**src/rtl/herring_bus_timer.sv**
```systemverilog
// herring_bus_timer: 6502-bus peripheral with a prescaled 16-bit down-counting interval timer and IRQ
// Ports:
//   i_clk_src  50 MHz source clock, all logic on its rising edge
//   i_rst_n    asynchronous active-low reset
//   i_phi2     CPU PHI2, asynchronous, synchronised internally
//   i_cs_n     chip select from the address decoder, active low
//   i_rw       6502 RWB (1 = read, 0 = write)
//   i_rs       register select (0 CTRL, 1 STAT, 2 LO, 3 HI)
//   i_d_in     CPU data bus input
//   o_d_out    read data, 0 when not driving
//   o_d_oe     drive enable for o_d_out
//   o_irq_n    registered level interrupt request, active low
module herring_bus_timer #(
    parameter int PRESCALE    = 50,
    parameter int SYNC_STAGES = 2
) (
    input  logic       i_clk_src,
    input  logic       i_rst_n,
    input  logic       i_phi2,
    input  logic       i_cs_n,
    input  logic       i_rw,
    input  logic [1:0] i_rs,
    input  logic [7:0] i_d_in,
    output logic [7:0] o_d_out,
    output logic       o_d_oe,
    output logic       o_irq_n
);
    localparam int PW = $clog2(PRESCALE);

    typedef enum logic [1:0] {IDLE, SAMPLE, COMMIT} bus_state_t;

    bus_state_t             r_state;
    bus_state_t             w_state_nxt;
    logic [SYNC_STAGES-1:0] r_phi2_sync;
    logic                   w_phi2_s;
    logic                   w_commit;
    logic                   r_cap_cs_n;
    logic                   r_cap_rw;
    logic [1:0]             r_cap_rs;
    logic [7:0]             r_cap_d;
    logic                   r_en;
    logic                   r_irqen;
    logic                   r_cont;
    logic                   r_exp;
    logic                   r_irq_n;
    logic [15:0]            r_count;
    logic [15:0]            r_reload;
    logic [7:0]             r_reload_hold;
    logic [7:0]             r_hi_snap;
    logic [PW-1:0]          r_pcnt;
    logic                   w_wr;
    logic                   w_rd;
    logic                   w_ctrl_wr;
    logic                   w_stat_wr;
    logic                   w_lo_wr;
    logic                   w_hi_wr;
    logic                   w_lo_rd;
    logic                   w_start;
    logic                   w_tick;
    logic                   w_expire;
    logic [7:0]             w_rd_mux;

    assign w_phi2_s = r_phi2_sync[SYNC_STAGES-1];

    always_ff @(posedge i_clk_src or negedge i_rst_n) begin
        if (!i_rst_n) begin
            r_phi2_sync <= '0;
            r_state     <= IDLE;
        end else begin
            r_phi2_sync <= {r_phi2_sync[SYNC_STAGES-2:0], i_phi2};
            r_state     <= w_state_nxt;
        end
    end

    // COMMIT lasts exactly one clk after the synchronised falling edge of PHI2.
    always_comb begin
        w_commit    = (r_state == COMMIT);
        w_state_nxt = w_phi2_s ? SAMPLE : ((r_state == SAMPLE) ? COMMIT : IDLE);
    end

    // Bus pins are re-captured every clk PHI2 is high; the last capture is what commits.
    always_ff @(posedge i_clk_src or negedge i_rst_n) begin
        if (!i_rst_n) begin
            r_cap_cs_n <= 1'b1;
            r_cap_rw   <= 1'b1;
            r_cap_rs   <= '0;
            r_cap_d    <= '0;
        end else if (w_phi2_s) begin
            r_cap_cs_n <= i_cs_n;
            r_cap_rw   <= i_rw;
            r_cap_rs   <= i_rs;
            r_cap_d    <= i_d_in;
        end
    end

    assign w_wr      = w_commit & ~r_cap_cs_n & ~r_cap_rw;
    assign w_rd      = w_commit & ~r_cap_cs_n & r_cap_rw;
    assign w_ctrl_wr = w_wr & (r_cap_rs == 2'd0);
    assign w_stat_wr = w_wr & (r_cap_rs == 2'd1);
    assign w_lo_wr   = w_wr & (r_cap_rs == 2'd2);
    assign w_hi_wr   = w_wr & (r_cap_rs == 2'd3);
    assign w_lo_rd   = w_rd & (r_cap_rs == 2'd2);
    assign w_start   = w_ctrl_wr & r_cap_d[0] & ~r_en;
    assign w_tick    = r_en & (r_pcnt == PW'(PRESCALE - 1));
    // A tick implies EN was already 1, so a start and an expiry never coincide.
    assign w_expire  = w_tick & (r_count == 16'd0);

    always_ff @(posedge i_clk_src or negedge i_rst_n) begin
        if (!i_rst_n) begin
            r_en          <= 1'b0;
            r_irqen       <= 1'b0;
            r_cont        <= 1'b0;
            r_exp         <= 1'b0;
            r_irq_n       <= 1'b1;
            r_count       <= '0;
            r_reload      <= 16'hFFFF;
            r_reload_hold <= '0;
            r_hi_snap     <= '0;
            r_pcnt        <= '0;
        end else begin
            if (w_ctrl_wr) begin
                r_irqen <= r_cap_d[1];
                r_cont  <= r_cap_d[2];
            end
            // One-shot expiry forces EN low even against a simultaneous CTRL write.
            r_en    <= (w_expire & ~r_cont) ? 1'b0 : (w_ctrl_wr ? r_cap_d[0] : r_en);
            // Expiry set wins over a W1C landing in the same clk.
            r_exp   <= w_expire | (r_exp & ~(w_stat_wr & r_cap_d[0]));
            r_irq_n <= ~(r_exp & r_irqen);
            r_count <= (w_start | (w_expire & r_cont)) ? r_reload :
                       (w_tick & ~w_expire) ? r_count - 16'd1 : r_count;
            r_pcnt  <= (~r_en | w_tick) ? '0 : r_pcnt + 1'b1;
            if (w_lo_wr) r_reload_hold <= r_cap_d;
            if (w_hi_wr) r_reload <= {r_cap_d, r_reload_hold};
            if (w_lo_rd) r_hi_snap <= r_count[15:8];
        end
    end

    always_comb begin
        w_rd_mux = (i_rs == 2'd0) ? {5'b0, r_cont, r_irqen, r_en} :
                   (i_rs == 2'd1) ? {7'b0, r_exp} :
                   (i_rs == 2'd2) ? r_count[7:0] : r_hi_snap;
        o_d_oe   = ~i_cs_n & i_rw & i_phi2;
        o_d_out  = o_d_oe ? w_rd_mux : 8'h00;
    end

    assign o_irq_n = r_irq_n;
endmodule
```
**config.mk**
```make
export PLATFORM = sky130hd
export DESIGN_NAME = herring_bus_timer
export DESIGN_NICKNAME = d
export VERILOG_FILES = /design/src/rtl/herring_bus_timer.sv
export SDC_FILE = /design/constraint.sdc
export NUM_CORES = 1
export LEC_CHECK = 0
export ABC_AREA = 1
export CAP_MARGIN = 15
export CORE_UTILIZATION = 40
export CTS_CLUSTER_DIAMETER = 200
export DETAILED_ROUTE_END_ITERATION = 8
export PLACE_DENSITY = 0.61
export SYNTH_ARGS = -nofsm -noshare
export SYNTH_HDL_FRONTEND = slang
export SYNTH_SLANG_ARGS = --single-unit
```
**constraint.sdc**
```tcl
create_clock -name i_clk_src -period 1.7 [get_ports i_clk_src]
set_input_delay 0.255 -clock i_clk_src [delete_from_list [all_inputs] [get_ports i_clk_src]]
set_output_delay 0.255 -clock i_clk_src [all_outputs]
set_load 0.02 [all_outputs]
```
# Yosys cells after proc, flatten, opt, wreduce, memory -nomap -nowiden
# Index checks and enable logic that the tools add are counted.
[classes]
addsub = 2
n_eq_ne = 8
n_mux = 11
bitwise_logic = 31
n_reduce_logical = 5
[ops]
columns = ["operator", "n"]
rows = [
  ["$mux 16", 2],
  ["$mux 8", 4],
  ["$and 1x1->1", 20],
  ["$logic_not 16->1", 1],
  ["$sub 16x1->16 const B", 1],
  ["$eq 2x2->1 const B", 4],
  ["$not 1->1", 8],
  ["$add 6x1->6 const B", 1],
  ["$eq 2x1->1 const B", 3],
  ["$eq 6x6->1 const B", 1],
  ["$mux 6", 1],
  ["$logic_not 2->1", 2],
  ["$mux 2", 2],
  ["$reduce_bool 2->1", 2],
  ["$or 1x1->1", 3],
  ["$mux 1", 2],
]
[totals]
register_bits = 75
in_bits = 15
output_inout_bits = 10
wordCells = 73

# Depth between registers and ports, before layout
# Gate-level depths: netlist (run 1).
[logic_depth]
word_depth = 8
depth_mapped = 11

# Worst setup path after synthesis (run 1)
# Ideal clock, no wire load.
[synth_timing]
path_type = "input -> output"
start = "input i_phi2"
end = "output o_d_out[2]"
arrival_ns = 1.337
t_required_ns = 1.445
setup_slack_ns = 0.108
cell_stages = 4
path_cell_list = "nand2_1 > nor2_1 > inv_1 > a221oi_1"
[synth_via]
elab_chain_cells = 2
[synth_lines]
columns = ["item", "line_no", "source"]
rows = [
  ["from (decl)", "19", "input logic i_phi2,"],
  ["$and 1x1->1", "143", "o_d_oe = ~i_cs_n & i_rw & i_phi2;"],
  ["net o_d_oe", "25", "output logic o_d_oe,"],
  ["$mux 8", "144", "o_d_out = o_d_oe ? w_rd_mux : 8'h00;"],
  ["to (decl)", "24", "output logic [7:0] o_d_out,"],
]
# The timed path passes the listed nets, and every way through them passes these cells.

# Final worst setup path (run 1)
[layout_timing]
start = "register r_pcnt[1]"
end = "register r_count[13]"
[layout_via]
elab_chain_cells = 6
elab_cells_between_ends = 9
[layout_lines]
columns = ["item", "line_no", "source"]
rows = [
  ["from (decl)", "50", "logic [PW-1:0] r_pcnt;"],
  ["from (signal assigned)", "132", "r_pcnt <= (~r_en | w_tick) ? '0 : r_pcnt + 1'b1;"],
  ["$eq 6x6->1 *", "104", "assign w_tick = r_en & (r_pcnt == PW'(PRESCALE - 1));"],
  ["$and 1x1->1 *", "104", ""],
  ["$and 1x1->1", "106", "assign w_expire = w_tick & (r_count == 16'd0);"],
  ["$and 1x1->1 / $not 1->1 (equally long branches)", "130, 131", ""],
  ["$or 1x1->1 / $and 1x1->1 (equally long branches)", "130, 131", ""],
  ["$mux 16 / $reduce_bool 2->1 (equally long branches)", "--", ""],
  ["to (signal assigned)", "130", "r_count <= (w_start | (w_expire & r_cont)) ? r_reload :"],
  ["to (decl)", "46", "logic [15:0] r_count;"],
]
# Every way passes the cells marked *; elsewhere a longest branch is shown, timed or not.
# A chain may end at the register's enable or synchronous reset.

==> metrics.txt, run 1 <==
tightest slew margin relative to the limit around 70%; Max Cap Viol 0; maximum root-to-sink buffer count 2; syn_nets 430; met3 capacity usage during global routing 2.73%; cell chosen for the clock root clkbuf_8; share of synthesized registers carrying an async set or reset 100%; CP Class flip-flop to flip-flop; power per unit of standard cell area 903 mW/mm²; share of the clock period used by the worst path roughly 95%; prevailing post-synth register cell dfrtp_1; largest net degree at the start of global routing 37; Cell Count Post-Placement 559; wire length of the first global-routing pass 13600 µm; number of distinct standard cells referenced by the synthesized netlist 33; largest cells by area after synthesis dfrtp_1 (38%), dfstp_2 (14%), nand2_1 (11%); total of buffers placed on input and output ports 24; largest driver fanout on the critical path 14; final count of pins violating max slew 0; number of standard cells in the layout, taps in and fillers out 576; total vias in the final route 2857; grt met1 use 26.1%; kind of end point of the critical path flip-flop; number of detailed-routing iterations run before antenna repair 4; final RePlAce weighted congestion 0.847; maximum achievable frequency 0.617 GHz; part of the Yosys area used for sequential elements a little over half; initial core utilization roughly two fifths; average instance area after synthesis 8.87 µm²; Worst R2R Path Depth 9; final count of hold timing violations 0; Mapped Area 0.00365 mm²; average via count per standard cell about 5.0; worst hold-check path type input port to flip-flop; post-CTS setup buffer count 0; origin of the worst min-delay path i_phi2; clock latency of the later-clocked register in the worst-skew pair 350 ps; Worst Hold Endpoint r_phi2_sync[0]$_DFF_PN0_; number of levels the H-tree was split into 3; core footprint 0.00876 mm²; post-place instance area 0.00417 mm²; Peak VDD IR 0.539 mV; flop-to-flop setup slack 80 ps; Max Clock Skew between 15 and 20 ps; number of enable-type register cells in the synthesized netlist 0; per-cell routed wire length 13.8 µm; pre-CTS worst setup slack -585 ps; biggest area consumer among synthesized cells dfrtp_1; Synth Warn # 0; result of the run complete, no violations; Synth top area share roughly 38%; global route hottest layer met2; count of clock tree sinks 75; worst r2r src r_pcnt[1]$_DFF_PN0_; number of setup violations in the final report 0; HPWL after detailed placement 5860 µm; remaining global-route overflow 0; number of design rule violations left after detail routing 0; die boundary width approximately 100 µm; Max stage delay on crit path around 400 ps; antenna violations before repair 0; final cell utilization of the core between 50% and 60%; number of placement rows 34; clock tree from TritonCTS yes; number of nets still failing antenna checks after routing 0; vias in the first global route around 2.8k; sort of element at the start of the critical path flip-flop; Tmin final 1620 ps; number of cells on the worst hold path 1; Layout Area Growth over Synthesis 22.5%; synthesized instance count a little over 400; Min Hold Slack 41.6 ps; clock edge transition at the registers on the reported setup and hold paths 90 ps; net count of the finished layout 482; Crit-path slowest cell dfrtp_1; number of inserted diodes 0; total length of routed wires 7940 µm; final worst setup slack 79.0 ps; synthesis-stage register bit count 75; Critical Path, Cell by Cell inv_1 -> ha_1 -> nand3_2 -> nor2_4 -> nand2_4 -> inv_2 -> nand2_1 -> nor2_1 -> nor2_1; total negative slack 0 ps; WP data arrival approximately 1900 ps; most frequent cell after synthesis nand2_1; initial drt markers 169; cell seen most often among critical-path stages nor2_1; number of buffers created by CTS 9; synth cell count leaders nand2_1 (102), dfrtp_1 (56), nor2_1 (40); required time worst endpoint 1940 ps; unrepaired setup endpoints after global routing true; capture instance of the worst register-to-register path r_count[13]$_DFFE_PN0P_; pin slew with the least headroom to its limit about 460 ps; height of the die 97.5 µm; GRT Resource Usage Total 17.9%; design area 0.00447 mm²; Pwr Total 4.03 mW; share of layout cells above drive strength 1 25.6%; Static Leak 2.12 nW; count of boundary I/O pins 25; met2 track demand over resource in global routing 27.1%; full die area between 0.009 and 0.01 mm²
## cells in the final DEF (no fill, tap or decap), types with 2 or more instances in the layout
master and count:
nand2_1 99, buf_6 5, nor3_1 4, clkdlybuf4s50_1 9, or2_2 2, nand4_4 2
nor2_2 4, a21oi_1 10, buf_2 2, nor3b_1 2, nand4_1 17, nand3_1 25
nand2_2 3, nand3_2 2, dlymetal6s2s_1 2, dlygate4sd2_1 3, xor2_1 10, nor2_1 35
and3_1 2, inv_1 30, nor2_4 8, buf_4 28, inv_2 6, ha_1 2
nand2_4 3, o21ai_0 37, mux2_2 12, clkbuf_8 9, dfstp_2 19, clkinvlp_4 2
inv_6 2, dfrtp_1 55
## worst max-delay path by stage
stage,end,cells past startpoint,startpoint,slack [ps]
4_1_cts,o_d_out[2],7,i_rw,-0.2
5_1_grt,r_count[3]$_DFFE_PN0P_,10,r_count[1]$_DFFE_PN0P_,-10
2_1_floorplan,o_d_out[2],4,i_phi2,110
6_report,r_count[13]$_DFFE_PN0P_,9,r_pcnt[1]$_DFF_PN0_,80
3_5_place_dp,o_d_out[2],5,i_rs[0],-580
3_3_place_gp,o_d_out[7],8,i_rw,-490
## critical path: cells and delay by family (launching register included)
kind / cells / cell delay [ps]
adders and majority gates: 1 / 150
buffers and inverters: 2 / 300
DFF: 1 / 400
and+or+nand+nor: 6 / 660
## cells by family after synthesis
logic type | count (synthesis) | share of synthesized area (%)
and+or+nand+nor | 211 | 27.4
xor gates and xnor gates | 11 | 2.64
AOI/OAI and AO/OA | 51 | 7.21
buffers and inverters | 47 | 5.56
DFF | 75 | 52.1
adders and majority gates | 4 | 1.37
muxes | 12 | 3.71
## per-layer routing
| metal | wire length [µm] | share of wire, % | vias to the layer above |
|---|---|---|---|
| met5 | 0 | 0 | - |
| met4 | 114 | 1.4 | 0 |
| met3 | 252 | 3.2 | 7 |
| met2 | 3620 | 46 | 49 |
| met1 | 3950 | 50 | 1350 |
| li1 | - | - | 1451 |
## cell type report
type,count,area [µm²]
Clock buffer,10,128
Clock inverter,6,71.3
Fill cell,824,4300
Inverter,36,135
Multi-Input combinational cell,289,1640
Sequential cell,75,1900
Tap cell,108,135
Timing Repair Buffer,52,458
## where the power goes
part / leakage, nW / switching (mW) / internal (mW)
sequential: 0.944 / 0.0837 / 1.94
combinational: 1.08 / 0.351 / 0.248
clock: 0.0935 / 0.715 / 0.692
total: 2.12 / 1.15 / 2.88
## registers in the layout, summed over array words and instances (netlist names)
| register | cells |
|---|---|
| r_cont | 1 |
| r_exp | 1 |
| o_irq_n | 1 |
| r_reload_hold | 8 |
| r_cap_rw | 1 |
| r_cap_cs_n | 1 |
| r_phi2_sync | 2 |
| r_irqen | 1 |
| r_reload | 16 |
| r_hi_snap | 8 |
| r_state | 2 |
| r_cap_d | 8 |
| r_pcnt | 6 |
| r_cap_rs | 2 |
| r_count | 16 |
| r_en | 1 |
## repair_timing
| action | CTS | global route |
|---|---|---|
| endpoints found under the hold margin | 14 | 0 |
| pin swaps | 0 | 7 |
| cloned | 0 | 0 |
| endpoints found under the setup margin | 10 | 25 |
| gates resized for setup | 47 | 32 |
| hold buffers | 1 | 0 |
(Power assumes the default switching activity.)
==> run 2, diff against run 1 <==
- ABC_AREA: 1 -> 0
- SKIP_LAST_GASP: not set -> 1
==> metrics.txt, run 2 <==
result of the run finished, violations left; violations in the final reports negative setup slack; number of design rule violations left after detail routing 0 (unchanged); number of buffers created by CTS 9 (unchanged); share of synthesized registers carrying an async set or reset 100% (unchanged); cell chosen for the clock root clkbuf_8; number of levels the H-tree was split into 3 (unchanged); initial core utilization 42.0% (+0.40 points); final RePlAce weighted congestion 0.916 (+8.2%); Cell Count Post-Placement 478 (-14%); kind of end point of the critical path flip-flop; synthesized instance count 291 (-29%); total vias in the final route 2736 (-4.2%); number of filler cells placed in the layout 679 (-18%); leading cell types in the layout, fill and taps excluded buf_4 (74), dfrtp_1 (55), mux2_2 (45); post-place instance area 0.00443 mm² (+6.4%); required time worst endpoint 1930 ps (about the same); share of layout cells above drive strength 1 57.4% (+32 points); Static Leak 2.34 nW (+10%); final count of pins violating max slew 0 (unchanged); number of setup violations in the final report 28 (+28); net count of the finished layout 418 (-13%); part of the Yosys area used for sequential elements 54.3% (+2.1 points); prevailing post-synth register cell dfrtp_1; met2 track demand over resource in global routing 32.7% (+5.6 points); Max stage delay on crit path 550 ps (+150 ps); synthesis-stage register bit count 75 (unchanged); unrepaired setup endpoints after global routing true; Layout Area Growth over Synthesis 44.5%; maximum root-to-sink buffer count 2 (unchanged); count of boundary I/O pins 25 (unchanged); final worst setup slack -410 ps (-489 ps); number of enable-type register cells in the synthesized netlist 0 (unchanged); number of inserted diodes 0 (unchanged); Synth top area share 40.0% (+1.6 points); per-cell routed wire length 17.1 µm (+24%); count of clock tree sinks 75 (unchanged); clock latency of the later-clocked register in the worst-skew pair 350 ps (about the same); design area 0.00506 mm² (+13%); grt met1 use 30.0% (+3.9 points); biggest area consumer among synthesized cells dfrtp_1; vias in the first global route 2790 (+1.3%); registers with the most flip-flops r_count: 16 flops, r_reload: 16 flops; largest net degree at the start of global routing 40 (+8.1%); global route hottest layer met2; total negative slack -4610 ps (-4610 ps); final count of hold timing violations 0 (unchanged); die boundary width 95.6 µm (-1.9%); met3 capacity usage during global routing 3.67% (+0.93 points); largest cells by area after synthesis dfrtp_1 (40%), mux2_2 (15%), dfstp_2 (14%); Max Clock Skew 9.74 ps (-5.72 ps); cell seen most often among critical-path stages or4_4; clock tree from TritonCTS yes; power per unit of standard cell area 867 mW/mm² (-3.9%); maximum achievable frequency 0.474 GHz (-23%); Peak VDD IR 0.505 mV (-6.3%); sort of element at the start of the critical path flip-flop; core footprint 0.00834 mm² (-4.8%); number of standard cells in the layout, taps in and fillers out 509 (-12%); final cell utilization of the core 60.7% (+9.7 points); pin slew with the least headroom to its limit 378 ps (-81.8 ps); CP Class flip-flop to flip-flop; Mapped Area 0.00350 mm² (-3.9%); largest driver fanout on the critical path 3 (-11); HPWL after detailed placement 6130 µm (+4.6%); average via count per standard cell 5.38 (+8.4%); antenna violations before repair 0 (unchanged); remaining global-route overflow 0 (unchanged); worst hold-check path type input port to flip-flop; number of nets still failing antenna checks after routing 0 (unchanged); Synth Warn # 0 (unchanged); full die area 0.00914 mm² (-3.8%); number of distinct standard cells referenced by the synthesized netlist 55 (+67%); number of placement rows 33 (-2.9%); number of detailed-routing iterations run before antenna repair 4 (unchanged); height of the die 95.6 µm (-1.9%); Crit-path slowest cell or4_4; most frequent standard cell in the layout excluding fill and tap cells buf_4; synth cell count leaders dfrtp_1 (56), mux2_2 (46), nand2_1 (25); total of buffers placed on input and output ports 24 (unchanged); pre-CTS worst setup slack -733 ps (-149 ps); most frequent cell after synthesis dfrtp_1; GRT Resource Usage Total 21.3% (+3.4 points); total length of routed wires 8690 µm (+9.4%); Min Hold Slack 171 ps (+130 ps); tightest slew margin relative to the limit 74.6% (+5.3 points); Pwr Total 4.39 mW (+8.9%); wire length of the first global-routing pass 14300 µm (+5.1%); Max Cap Viol 0 (unchanged); Tmin final 2110 ps (+489 ps); share of the clock period used by the worst path 124% (+29 points); syn_nets 310 (-28%); WP data arrival 2340 ps (+480 ps); Critical Path, Cell by Cell or4_4 -> or4_4 -> o2111a_1 -> a221oi_2 -> nand2_1; initial drt markers 144 (-15%); average instance area after synthesis 12.0 µm² (+36%); clock edge transition at the registers on the reported setup and hold paths 80 ps (about the same)
-- run 2: changes by cell type in the layout (fill, tap and decap cells not counted), sizes merged, moves of 7 or more --
cell,before,now
a21oi,11,1
buf,36,91
inv,38,9
mux2,12,46
nand2,105,25
nand3,28,12
nand4,19,3
nor2,47,22
o211ai,0,7
o21ai,37,7
xor2,10,3
-- run 2: kinds of logic (layout without fill, tap and decap cells) --
logic type	Yosys count	after routing	share of synthesized area (%)
multiplexers	53	53	17.1
adder cells (fa/ha/maj)	4	4	1.43
XOR/XNOR	5	5	1.25
AND/OR/NAND/NOR	99	99	15.6
flip-flops	75	75	54.2
buffers and inverters	18	131	2.00
AO/OA/AOI/OAI	37	37	8.29
-- run 2: final timing paths --
| check | from | end | slack [ps] | cells after the start |
|---|---|---|---|---|
| worst max register to register | r_count[2]$_DFFE_PN0P_ | r_count[11]$_DFFE_PN0P_ | -410 | 5 |
| min in group asynchronous | i_rst_n | r_cap_d[7]$_DFFE_PN0P_ | 290 | 2 |
| worst min register to register | r_phi2_sync[0]$_DFF_PN0_ | r_phi2_sync[1]$_DFF_PN0_ | 360 | 0 |
| max in group asynchronous | i_rst_n | o_irq_n$_DFF_PN1_ | 820 | 3 |
| worst max-delay path | r_count[2]$_DFFE_PN0P_ | r_count[11]$_DFFE_PN0P_ | -410 | 5 |
| worst min-delay path | i_phi2 | r_phi2_sync[0]$_DFF_PN0_ | 170 | 1 |
-- run 2: power breakdown --
part	internal (mW)	leakage [nW]	switching, mW
clock network	0.876	0.110	0.699
logic	0.405	1.29	0.350
registers	1.96	0.940	0.104
total	3.24	2.34	1.15
-- run 2: what timing repair did --
action,4_1_cts,5_1_grt
resized for setup,89,34
endpoints found under the setup margin,48,35
hold buffers,1,0
pin swaps,23,21
setup buffers,15,5
endpoints found under the hold margin,11,0
-- run 2: critical path, delay by kind of cell, from the launching register on --
| kind | cells | cell delay, ps |
|---|---|---|
| compound gates | 2 | 430 |
| flops | 1 | 390 |
| simple gates | 3 | 1180 |
-- run 2: routing by layer --
| metal | share of wire, % | vias up |
|---|---|---|
| met5 | 0 | - |
| li1 | - | 1304 |
| met3 | 3.5 | 13 |
| met1 | 47 | 1374 |
| met4 | 2.0 | 0 |
| met2 | 47 | 45 |
-- run 2: cell type report --
type                            instances  area [µm²]  share of cell area [%]
Tap cell                              105         131                    2.60
Inverter                                8        35.0                   0.692
Clock buffer                           11         141                    2.79
Timing Repair Buffer                  107         941                    18.6
Multi-Input combinational cell        198        1830                    36.1
Sequential cell                        75        1900                    37.6
Clock inverter                          5        85.1                    1.68
==> run 3, diff against run 2 <==
==> constraint.sdc (replaced) <==
create_clock -name i_clk_src -period 1.7 [get_ports i_clk_src]
set_input_delay 0.255 -clock i_clk_src [delete_from_list [all_inputs] [get_ports i_clk_src]]
set_output_delay 0.255 -clock i_clk_src [all_outputs]
set_load 0.1 [all_outputs]
==> metrics.txt, run 3 (synthesized netlist as in run 2, its figures left out) <==
vias in the first global route 2766 (-0.86%); number of standard cells in the layout, taps in and fillers out 518 (+1.8%); Comb power frac 20.2% (+3.0 points); largest driver fanout on the critical path 3 (unchanged); clock edge transition at the registers on the reported setup and hold paths 80 ps (about the same); share of layout cells above drive strength 1 61.0% (+3.6 points); most frequent standard cell in the layout excluding fill and tap cells buf_4; number of design rule violations left after detail routing 0 (unchanged); final cell utilization of the core 63.5% (+2.8 points); height of the die 95.6 µm (unchanged); GRT Resource Usage Total 21.6% (+0.30 points); Net Sw Power 1.18 mW (+2.5%); uppermost signal routing layer after detailed routing met4; number of inserted diodes 0 (unchanged); CP Class flip-flop to flip-flop; final RePlAce weighted congestion 0.929 (+1.4%); sort of element at the start of the critical path flip-flop; sequential group share of total power 49.0% (+2.1 points); internal power consumption 3.04 mW (-6.1%); maximum root-to-sink buffer count 2 (unchanged); Pwr Total 4.22 mW (-3.9%); clock latency of the later-clocked register in the worst-skew pair 340 ps (about the same); total length of routed wires 8830 µm (+1.7%); clock tree from TritonCTS yes; power per unit of standard cell area 797 mW/mm² (-8.1%); number of nets still failing antenna checks after routing 0 (unchanged); number of levels the H-tree was split into 3 (unchanged); wl on met1 4180 µm (+1.7%); Tmin final 2110 ps (-1.61 ps); antenna violations before repair 0 (unchanged); WP data arrival 2330 ps (about the same); length of routed met3 wiring 260 µm (-16%); registers with the most flip-flops r_count: 16 flops, r_reload: 16 flops; number of detailed-routing iterations run before antenna repair 4 (unchanged); final count of hold timing violations 0 (unchanged); HPWL after detailed placement 6380 µm (+4.2%); pin slew with the least headroom to its limit 397 ps (+19.1 ps); clock network power share 30.8% (-5.1 points); per-cell routed wire length 17.1 µm (about the same); required time worst endpoint 1930 ps (about the same); final count of pins violating max slew 0 (unchanged); tightest slew margin relative to the limit 73.5% (-1.1 points); full die area 0.00914 mm² (unchanged); wire length of the first global-routing pass 14400 µm (+0.83%); Max Cap Viol 0 (unchanged); sum of met2 wire segment lengths after detailed routing 4260 µm (+4.1%); count of boundary I/O pins 25 (unchanged); maximum achievable frequency 0.474 GHz (about the same); cell chosen for the clock root clkbuf_8; core footprint 0.00834 mm² (unchanged); initial core utilization 42.0% (unchanged); initial drt markers 106 (-26%); count of clock tree sinks 75 (unchanged); die boundary width 95.6 µm (unchanged); number of buffers created by CTS 9 (unchanged); Peak VDD IR 0.505 mV (about the same); remaining global-route overflow 0 (unchanged); Layout Area Growth over Synthesis 51.2%; unrepaired setup endpoints after global routing true; violations in the final reports negative setup slack; total of buffers placed on input and output ports 24 (unchanged); final worst setup slack -408 ps (+1.60 ps); kind of end point of the critical path flip-flop; largest net degree at the start of global routing 32 (-20%); share of the clock period used by the worst path 124% (about the same); Max Clock Skew 10.2 ps (+0.439 ps); number of setup violations in the final report 37 (+32%); leading cell types in the layout, fill and taps excluded buf_4 (76), dfrtp_1 (55), mux2_2 (45); total vias in the final route 2776 (+1.5%); worst hold-check path type input port to flip-flop; average via count per standard cell 5.36 (-0.30%); net count of the finished layout 427 (+2.2%); Static Leak 2.39 nW (+2.4%); number of placement rows 33 (unchanged); Cell Count Post-Placement 489 (+2.3%); switching fraction of total power 28.0% (+1.7 points); result of the run finished, violations left; pre-CTS worst setup slack -372 ps (+361 ps)
==> run 3: cell types whose count changed in the layout (fill, tap and decap cells not counted), sizes merged <==
cell	delta
clkdlybuf4s50	-1
clkinvlp	+1
clkinv	+1
dlymetal6s2s	-1
buf	+11
bufinv	-2
==> run 3: timing repair <==
action | in CTS | in global routing
setup endpoints to repair | 35 | 48
pin swaps | 24 | 12
hold buffers | 1 | 0
hold endpoints to repair | 20 | 0
buffers inserted | 5 | 10
resized for setup | 46 | 28
==> run 3: area by class of cell <==
type | count | area [µm²]
repair buffers | 116 | 1130
fillers | 666 | 3040
well taps | 105 | 131
clock buffers | 11 | 151
flip-flops and latches | 75 | 1900
inverters | 8 | 36.3
clock inverters | 5 | 35.0
multi-input cells | 198 | 1910
==> run 3: worst paths after layout <==
check                                    startpoint  cells past startpoint                        to  slack, ps
max in group asynchronous                   i_rst_n                      3   r_reload[3]$_DFFE_PN1P_        680
min                                          i_phi2                      2  r_phi2_sync[0]$_DFF_PN0_        300
min in group asynchronous                   i_rst_n                      2    r_cap_d[7]$_DFFE_PN0P_        380
max                          r_count[3]$_DFFE_PN0P_                      5   r_count[11]$_DFFE_PN0P_       -410
min reg2reg                r_phi2_sync[0]$_DFF_PN0_                      0  r_phi2_sync[1]$_DFF_PN0_        350
max reg2reg                  r_count[3]$_DFFE_PN0P_                      5   r_count[11]$_DFFE_PN0P_       -410
==> run 3: worst max-delay path: stages, from the launching register on <==
cell	delay, ps
dfrtp_1	390
or4_4	550
or4_4	550
o2111a_1	260
a221oi_2	170
nand2_1	80
==> run 3: routing by layer <==
metal | global-route usage [%] | vias up
li1 | - | 1318
met1 | 29.7 | 1403
met2 | 34.5 | 44
met3 | 3.75 | 11
met4 | 7.46 | 0
met5 | 0 | -
==> run 3: through the flow <==
step	hold WS, ps	area (µm²)	TNS [ps]
6_report	298	5300	-5670
5_1_grt	312	5300	-8350
4_1_cts	321	5120	-4850
3_5_place_dp	209	4700	-7040
3_3_place_gp	209	4700	-6600
2_1_floorplan	-40.6	3630	-4180
==> run 3: power by group through the flow <==
stage	Clock (mW)	Combinational (mW)	Sequential, mW
floorplan	0	0.339	2.06
global placement	0	0.684	2.09
detailed placement	0	0.692	2.10
CTS	1.33	0.761	2.07
global route	1.41	0.917	2.09
finish	1.30	0.854	2.07
